## config.mk

```make
export PLATFORM = sky130hd
export DESIGN_NAME = usb_bus_initiator
export DESIGN_NICKNAME = d
export VERILOG_FILES = /design/src/rtl/usb_bus_initiator.sv
export SDC_FILE = /design/constraint.sdc
export NUM_CORES = 1
export LEC_CHECK = 0
export ABC_AREA = 1
export BUFFER_PORTS_ARGS = -buffer_cell sky130_fd_sc_hd__buf_2
export CELL_PAD_IN_SITES_DETAIL_PLACEMENT = 1
export CELL_PAD_IN_SITES_GLOBAL_PLACEMENT = 2
export CORE_MARGIN = 2
export CORE_UTILIZATION = 23
export CTS_BUF_LIST = sky130_fd_sc_hd__clkbuf_8
export DETAILED_ROUTE_END_ITERATION = 6
export PLACE_DENSITY = 0.82
export SYNTH_ARGS = -nofsm -noshare
export SYNTH_HDL_FRONTEND = slang
export SYNTH_SLANG_ARGS = --single-unit
```

## constraint.sdc

```tcl
create_clock -name clk_usb -period 1.5 [get_ports clk_usb]
set_input_delay 0.3 -clock clk_usb [delete_from_list [all_inputs] [get_ports clk_usb]]
set_output_delay 0.3 -clock clk_usb [all_outputs]
set_load 0.02 [all_outputs]
```

## src/rtl/usb_bus_initiator.sv

```systemverilog
// Host side of the 8-bit multiplexed USB register bus: one ALEn address phase, then CEn + RDn/WRn data phases.
// Define USB_BUS_INITIATOR_BURST_EN to honour cmd_len; otherwise every command moves exactly one byte.
module usb_bus_initiator #(
   parameter int SETUP_CYC = 1,
   parameter int PULSE_CYC = 2,
   parameter int HOLD_CYC  = 1
) (
   input  logic        clk_usb,
   input  logic        reset_i,
   input  logic        cmd_valid,
   output logic        cmd_ready,
   input  logic        cmd_write,
   input  logic [7:0]  cmd_addr,
   input  logic [15:0] cmd_len,
   input  logic [7:0]  wr_data,
   input  logic        wr_valid,
   output logic        wr_ready,
   output logic [7:0]  rd_data,
   output logic        rd_valid,
   output logic        busy,
   output logic [7:0]  usb_addr,
   output logic        usb_alen,
   output logic        usb_cen,
   output logic        usb_rdn,
   output logic        usb_wrn,
   output logic [7:0]  usb_d_o,
   output logic        usb_d_oe,
   input  logic [7:0]  usb_d_i
);

   localparam logic [2:0] S_IDLE   = 3'd0;
   localparam logic [2:0] S_A_SET  = 3'd1;
   localparam logic [2:0] S_A_STB  = 3'd2;
   localparam logic [2:0] S_A_HLD  = 3'd3;
   localparam logic [2:0] S_D_WAIT = 3'd4;
   localparam logic [2:0] S_D_SET  = 3'd5;
   localparam logic [2:0] S_D_STB  = 3'd6;
   localparam logic [2:0] S_D_HLD  = 3'd7;

   localparam logic [7:0] SETUP_M1 = 8'(SETUP_CYC - 1);
   localparam logic [7:0] PULSE_M1 = 8'(PULSE_CYC - 1);
   localparam logic [7:0] HOLD_M1  = 8'(HOLD_CYC - 1);

   logic [2:0] r_state;
   logic [7:0] r_phase;
   logic       r_write;
   logic [7:0] r_usb_addr;
   logic [7:0] r_usb_d_o;
   logic       r_usb_d_oe;
   logic       r_alen;
   logic       r_cen;
   logic       r_rdn;
   logic       r_wrn;
   logic [7:0] r_rd_data;
   logic       r_rd_valid;
   logic       r_wr_ready;
   logic       r_busy;
   logic       r_cmd_ready;

   logic [2:0] w_next_state;
   logic [7:0] w_entry_phase;
   logic       w_cmd_fire;
   logic       w_wr_fire;
   logic       w_phase_done;
   logic       w_last_byte;
   logic       w_capture;
   logic       w_ns_data;

   assign w_cmd_fire   = cmd_valid & r_cmd_ready;
   assign w_wr_fire    = wr_valid & r_wr_ready;
   assign w_phase_done = (r_phase == 8'd0);
   assign w_capture    = (r_state == S_D_STB) & w_phase_done & ~r_write;
   assign w_ns_data    = (w_next_state inside {S_D_SET, S_D_STB, S_D_HLD});

`ifdef USB_BUS_INITIATOR_BURST_EN
   logic [15:0] r_remain;

   assign w_last_byte = (r_remain == 16'd1);

   // Burst bytes share the single address phase; only the data phases repeat.
   always_ff @(posedge clk_usb) begin
      if (reset_i) begin
         r_remain <= 16'd0;
      end else if (w_cmd_fire) begin
         r_remain <= (cmd_len == 16'd0) ? 16'd1 : cmd_len;
      end else if ((r_state == S_D_HLD) && w_phase_done) begin
         r_remain <= r_remain - 16'd1;
      end
   end
`else
   logic w_unused_len;

   assign w_unused_len = ^cmd_len;
   assign w_last_byte  = 1'b1;
`endif

   // NOTE: every always_comb output gets a default first so no path can infer a latch.
   always_comb begin
      w_next_state = r_state;
      case (r_state)
         S_IDLE:   if (w_cmd_fire) w_next_state = S_A_SET;
         S_A_SET:  if (w_phase_done) w_next_state = S_A_STB;
         S_A_STB:  if (w_phase_done) w_next_state = S_A_HLD;
         S_A_HLD:  if (w_phase_done) w_next_state = S_D_WAIT;
         S_D_WAIT: if (!r_write || w_wr_fire) w_next_state = S_D_SET;
         S_D_SET:  if (w_phase_done) w_next_state = S_D_STB;
         S_D_STB:  if (w_phase_done) w_next_state = S_D_HLD;
         S_D_HLD:  if (w_phase_done) w_next_state = w_last_byte ? S_IDLE : S_D_WAIT;
         default:  w_next_state = S_IDLE;
      endcase
   end

   always_comb begin
      w_entry_phase = 8'd0;
      case (w_next_state)
         S_A_SET, S_D_SET: w_entry_phase = SETUP_M1;
         S_A_STB, S_D_STB: w_entry_phase = PULSE_M1;
         S_A_HLD, S_D_HLD: w_entry_phase = HOLD_M1;
         default:          w_entry_phase = 8'd0;
      endcase
   end

   // NOTE: sequential state uses non-blocking assignments so all registers see pre-edge values.
   // Bus outputs are decoded from the next state so they are registered yet aligned with the state.
   always_ff @(posedge clk_usb) begin
      if (reset_i) begin
         r_state     <= S_IDLE;
         r_phase     <= 8'd0;
         r_write     <= 1'b0;
         r_usb_addr  <= 8'd0;
         r_usb_d_o   <= 8'd0;
         r_usb_d_oe  <= 1'b0;
         r_alen      <= 1'b1;
         r_cen       <= 1'b1;
         r_rdn       <= 1'b1;
         r_wrn       <= 1'b1;
         r_rd_data   <= 8'd0;
         r_rd_valid  <= 1'b0;
         r_wr_ready  <= 1'b0;
         r_busy      <= 1'b0;
         r_cmd_ready <= 1'b0;
      end else begin
         r_state <= w_next_state;
         if (w_next_state != r_state) begin
            r_phase <= w_entry_phase;
         end else if (!w_phase_done) begin
            r_phase <= r_phase - 8'd1;
         end
         if (w_cmd_fire) begin
            r_write    <= cmd_write;
            r_usb_addr <= cmd_addr;
         end
         if (w_wr_fire) begin
            r_usb_d_o <= wr_data;
         end
         if (w_capture) begin
            r_rd_data <= usb_d_i;
         end
         r_rd_valid  <= w_capture;
         r_alen      <= (w_next_state != S_A_STB);
         r_cen       <= ~w_ns_data;
         r_wrn       <= ~((w_next_state == S_D_STB) & r_write);
         r_rdn       <= ~((w_next_state == S_D_STB) & ~r_write);
         r_usb_d_oe  <= w_ns_data & r_write;
         r_wr_ready  <= (w_next_state == S_D_WAIT) & r_write;
         r_busy      <= (w_next_state != S_IDLE);
         r_cmd_ready <= (w_next_state == S_IDLE);
      end
   end

   assign cmd_ready = r_cmd_ready;
   assign wr_ready  = r_wr_ready;
   assign rd_data   = r_rd_data;
   assign rd_valid  = r_rd_valid;
   assign busy      = r_busy;
   assign usb_addr  = r_usb_addr;
   assign usb_alen  = r_alen;
   assign usb_cen   = r_cen;
   assign usb_rdn   = r_rdn;
   assign usb_wrn   = r_wrn;
   assign usb_d_o   = r_usb_d_o;
   assign usb_d_oe  = r_usb_d_oe;

endmodule

```

; Word-level counts from Yosys, hierarchy flattened
; Cells that the tools add are included.
[classes]
add_sub_neg = 1
eq_ne = 15
mux = 12
bitwise_logic = 12
n_reduce_logical = 8
[ops]
columns = cell, n
row1 = "3-bit == test, second input constant", 8
row2 = 3-bit two-way mux, 8
row3 = 3-bit case mux with 8 select lines, 1
row4 = 8-bit two-way mux, 2
row5 = "3-bit by 2-bit == test with 1-bit output, second input constant", 3
row6 = 1-bit bitwise AND, 8
row7 = 8-bit logical NOT, 1
row8 = "8-bit by 1-bit subtractor with 8-bit output, second input constant", 1
row9 = 3-bit logical NOT, 2
row10 = 3-bit nonzero test, 2
row11 = 1-bit NOT, 4
row12 = "3-bit by 1-bit == test with 1-bit output, second input constant", 1
row13 = "3-bit by 2-bit != test with 1-bit output, second input constant", 1
row14 = 3-bit != test, 1
row15 = "2-bit by 1-bit != test with 1-bit output, second input constant", 1
row16 = 2-bit OR reduction, 1
row17 = 1-bit logical NOT, 1
row18 = 1-bit logical OR, 1
row19 = 1-bit two-way mux, 1
[totals]
register_bits = 45
inputBits = 45
output_inout_bits = 33
elab_cells = 63

; Logic depth before layout (Yosys ltp)
[depth]
word_depth = 8
mapped_depth = 13
depth_no_buf = 13

; Worst setup path after synthesis
; OpenSTA, ideal clock, no wires.
[synth_timing]
path_type = flip-flop to flip-flop
start = reg r_phase[0]
end = reg r_phase[0]
setup_time_ps = 128
arrival_ps = 1404
t_required_ps = 1372
slack_ps = -31
stages_incl_launch_ff = 13
path_buffers = 0
synth_period_minus_slack_ps = 1531
cell_sequence = dfxtp_1 -> inv_1 -> ha_1 -> nand2_2 -> nor2_4 -> inv_2 -> nand2_1 -> inv_1 -> nor2_2 -> or2_1 -> nand2_1 -> nor2_1 -> nor2_1
[synth_via]
elab_chain_cells = 7
word_cells_on_any_way = 17
classes_between = 1 x add/sub / 4 x eq/ne / 10 x mux / 2 x reduce/logical
[synth_rtl]
columns = item, line_no
row1 = from (decl), 45  ; logic [7:0] r_phase;
row2 = from (signal assigned), 145  ; r_phase <= w_entry_phase;
row3 = from (signal assigned), 147  ; r_phase <= r_phase - 8'd1;
row4 = 8-bit logical NOT, 71  ; assign w_phase_done = (r_phase == 8'd0);
row5 = 3-bit two-way mux (tied with other cells), 108  ; S_D_HLD: if (w_phase_done) w_next_state = w_last_byte ? S_IDLE : S_D_WAIT;
row6 = 3-bit case mux with 8 select lines, 100  ; case (r_state)
row7 = 3-bit == test / 3-bit by 2-bit == test with 1-bit output (equally long branches), 115  ; case (w_next_state)
row8 = 2-bit OR reduction, 115
row9 = 1-bit two-way mux, 115
row10 = 8-bit two-way mux, 144  ; if (w_next_state != r_state) begin
; Several ways; a longest one is shown, not always the timed one. The select of a mux whose other input is x is not followed.
; A chain may end at the register's enable or synchronous reset.

; Worst setup path in the final report
[layout_timing]
start = reg r_phase[0]
end = reg r_wrn (netlist: usb_wrn)
[layout_via]
elab_chain_cells = 6
word_cells_on_any_way = 11
classes_between = 1 x eq/ne / 7 x mux / 2 x bitwise / 1 x reduce/logical
[layout_rtl]
columns = item, line_no
row1 = 8-bit logical NOT *, 71
row2 = 3-bit two-way mux (tied with other cells), 108
row3 = 3-bit case mux with 8 select lines *, 100
row4 = 3-bit == test *, 162  ; r_wrn <= ~((w_next_state == S_D_STB) & r_write);
row5 = 1-bit bitwise AND *, 162
row6 = 1-bit NOT *, 162
row7 = to (signal assigned), 162
row8 = to (decl), 53  ; logic r_wrn;
; Mark *: on every way between the ends. The rest lies on a longest branch, timed or not.

==> key figures <==
Run status
  – Status: finished with violations
  – Failing checks: negative setup slack

Pwr
  – VDD IR max: 0.558 mV
  – Comb pwr share: 48.7%
  – Pleak: 1.20 nW
  – NetSw: 1.69 mW
  – Int Pwr: 2.66 mW
  – Clk pwr share: 17.5%
  – Switch share: 38.9%
  – Sequential share of power: 33.8%
  – PD cells: 1680 nW/um2
  – Total power: 4.35 mW

STA
  – Tmin final: 1550 ps
  – Measured slew at the worst slew-check pin: 396 ps
  – Final worst slack: -51.3 ps
  – Max-slew headroom: 73.6%
  – Final cycle utilization of the critical path: 103%
  – Fmax: 0.645 GHz
  – Hold_ws: 243 ps
  – Final Hold Viols: 0
  – Final Skew: 4.92 ps
  – RSZ-0062 raised after global routing: true
  – Final setup fails: 12
  – Final max-slew violation count: 0

Drt
  – Final WL: 4.54 mm
  – Routed length per instance: 11.1 um
  – 1st-iter DRT viols: 23
  – Final ANT Viol Nets: 0
  – First-pass DRT Iterations: 4
  – DR vias: 1690
  – DRC errors left: 0
  – Vias per std cell: 4.12

Setup path
  – R2R Setup Slk: -50 ps
  – WP data required: 1680 ps
  – Setup crit start kind: flop
  – Crit path max fanout: 5
  – Crit path capture: usb_wrn
  – Crit. Startpoint: r_phase[0]
  – Worst reg-to-reg path cell count: 9
  – RR Endpoint: usb_wrn
  – Worst Setup Path Type: flop to flop
  – Critical Path End Type: flop
  – Reg2reg start: r_phase[0]
  – Arr. time, crit path: 1740 ps

Synth
  – Largest family of logic cells by synthesized area: simple AND/OR/NAND/NOR gates
  – Post-synthesis simple-gate area fraction: 29.6%
  – Fraction of the yosys area taken by sequential cells: 52.4%
  – Cells after synthesis: 217
  – Mux share of post-synthesis cell area: 0%
  – Adder-cell area share of the yosys netlist: 0.728%
  – Synth Flop Type: dfxtp_1
  – Synth area leaders: dfxtp_1 52%, nor2_1 11%, nand2_1 6.8%, o21ai_0 5.2%, inv_1 3.3%
  – Post-Syn Nets: 263
  – XOR/XNOR Fraction of Synth Area: 3.57%
  – Mapped Avg Cell Area: 7.92 um2
  – Post-synthesis cell type count: 23
  – Post-synth top area share: 52.4%
  – Post-synth top area cell: dfxtp_1
  – Register bit total from synthesis: 45
  – Synth warn: 0
  – Post-synth ARST share: 0%
  – EDFF count, synth: 0
  – Synth Area in Compound Gates: 8.81%
  – Synthesized area: 1720 um2

Place
  – IO Port Bufs: 61
  – Final Wtd Congestion: 0.673
  – DP Area: 2310 um2
  – Detail Placement HPWL: 3.33 mm

Clocking
  – Clock sink count: 45
  – Clock tree buffer depth: 2
  – Clk_lat worst skew: 290 ps
  – H-tree levels: 2
  – TritonCTS clock tree: yes
  – Post-CTS Hold Buffers: 0
  – Root Driver: clkbuf_8
  – CTS buffer count: 5
  – Clk pin slew, worst setup/hold paths: 80 ps

Global route
  – Initial antenna violation count: 0
  – First-pass GRT wire length: 7.53 mm
  – Largest net degree at the start of global routing: 18
  – Gr ovfl total: 0
  – Vias in the first global route: 1679
  – GRT Total Usage: 11.3%

Floorplanning
  – Die H: 90.4 um
  – IO Pins: 78
  – Die X: 90.4 um
  – Starting density of the core: 23.7%
  – # rows: 31
  – Area of the core: 7250 um2
  – Die Area: 8180 um2

Layout
  – Area grow syn2layout: 50.8%
  – Layout cells sized above 1: 46.3%
  – Filler instances: 905
  – Antenna diode count: 0
  – Finished Cell Area: 2590 um2
  – FF+latch area: 905 um2
  – Final core utilization: 35.7%
  – Final nets: 357
  – Area occupied by multi-input gates: 852 um2

Run
  – Max-cap violation count: 0

Min path
  – Worst hold path class: input pin to flop
## routing by layer
layer	track usage, %	part of all wire (%)	vias to the layer above
met3	3.59	5.2	6
met5	0	0	-
met4	3.46	1.3	0
met1	12.7	42	784
met2	20.4	52	34
li1	-	-	866
## layout by cell type, fill, tap and decap left out, drive strengths merged
cell and n:
buf 91, nor2 57, dfxtp 45, nand2 39, o21ai 18, inv 18, a21oi 10, nand3 8
clkbuf 6, nor3 5, xor2 4, xnor2 3, nand4 2, nor3b 1, or2 1, o21bai 1
ha 1, clkinvlp 1
## area by class of cell
| cell class | count | share of cell area [%] |
|---|---|---|
| Sequential cell | 45 | 34.9 |
| Multi-Input combinational cell | 150 | 32.9 |
| Timing Repair Buffer | 91 | 21.1 |
| Tap cell | 99 | 4.78 |
| Clock buffer | 6 | 3.19 |
| Inverter | 18 | 2.80 |
| Clock inverter | 1 | 0.290 |
## state kept, by name (all words and copies together), names as in the netlist
name / cells
r_phase: 8
usb_addr: 8
cmd_ready: 1
usb_d_oe: 1
busy: 1
r_state: 3
usb_cen: 1
wr_ready: 1
usb_alen: 1
rd_data: 8
r_write: 1
rd_valid: 1
usb_d_o: 8
usb_rdn: 1
usb_wrn: 1
## through the flow
step,setup slack [ps],TNS (ps),instances
4_1_cts,-63.7,-344,407
5_1_grt,-200,-3310,410
2_1_floorplan,1.80,0,217
3_3_place_gp,-131,-907,395
3_5_place_dp,-142,-1120,395
6_report,-51.3,-433,410
## cell usage after synthesis (2+ instances only)
cell type	count
nor2_1	52
nand3_1	8
xnor2_1	3
inv_2	3
nand2_2	7
dfxtp_1	45
nor3_2	2
nor2_2	4
o21ai_0	18
inv_1	15
xor2_1	4
nand4_1	2
nor3_1	3
nand2_1	31
clkbuf_1	4
a21oi_1	9
## power groups by stage
stage / Sequential, mW / Clock, mW / Combinational [mW]
6_report: 1.47 / 0.764 / 2.12
4_1_cts: 1.46 / 0.800 / 1.93
3_5_place_dp: 1.48 / 0 / 1.67
5_1_grt: 1.49 / 0.853 / 2.38
3_3_place_gp: 1.48 / 0 / 1.64
2_1_floorplan: 1.57 / 0 / 1.03
## timing repair
action                     in CTS  in global routing
setup endpoints to repair      20                 26
gates resized for setup        16                 21
pin swaps                       9                 16
buffers inserted                5                  3
## kinds of logic after synthesis
logic type      Yosys count
xor+xnor                  7
fa+ha+maj                 1
simple gates            113
buf+inv                  22
flops                    45
compound gates           29
## worst max-delay path: stages, from the launching register on
cell and delay (ps):
dfxtp_2 330, inv_2 70, ha_4 150, nand2_4 60, nor2_4 180, nand2_2 100, xor2_2 200, inv_2 70
nor3b_2 200, nand3_1 80
## worst min-delay path by stage
stage,start,to,slack (ps),depth (start not counted)
3_5_place_dp,r_write,usb_wrn,390,1
5_1_grt,wr_data[0],usb_d_o[0],230,3
3_3_place_gp,r_write,usb_wrn,390,1
4_1_cts,wr_data[0],usb_d_o[0],240,3
2_1_floorplan,reset_i,r_phase[1],360,1
6_report,usb_d_i[7],rd_data[7],240,3
Note: power is estimated with default switching activity, not from simulation.
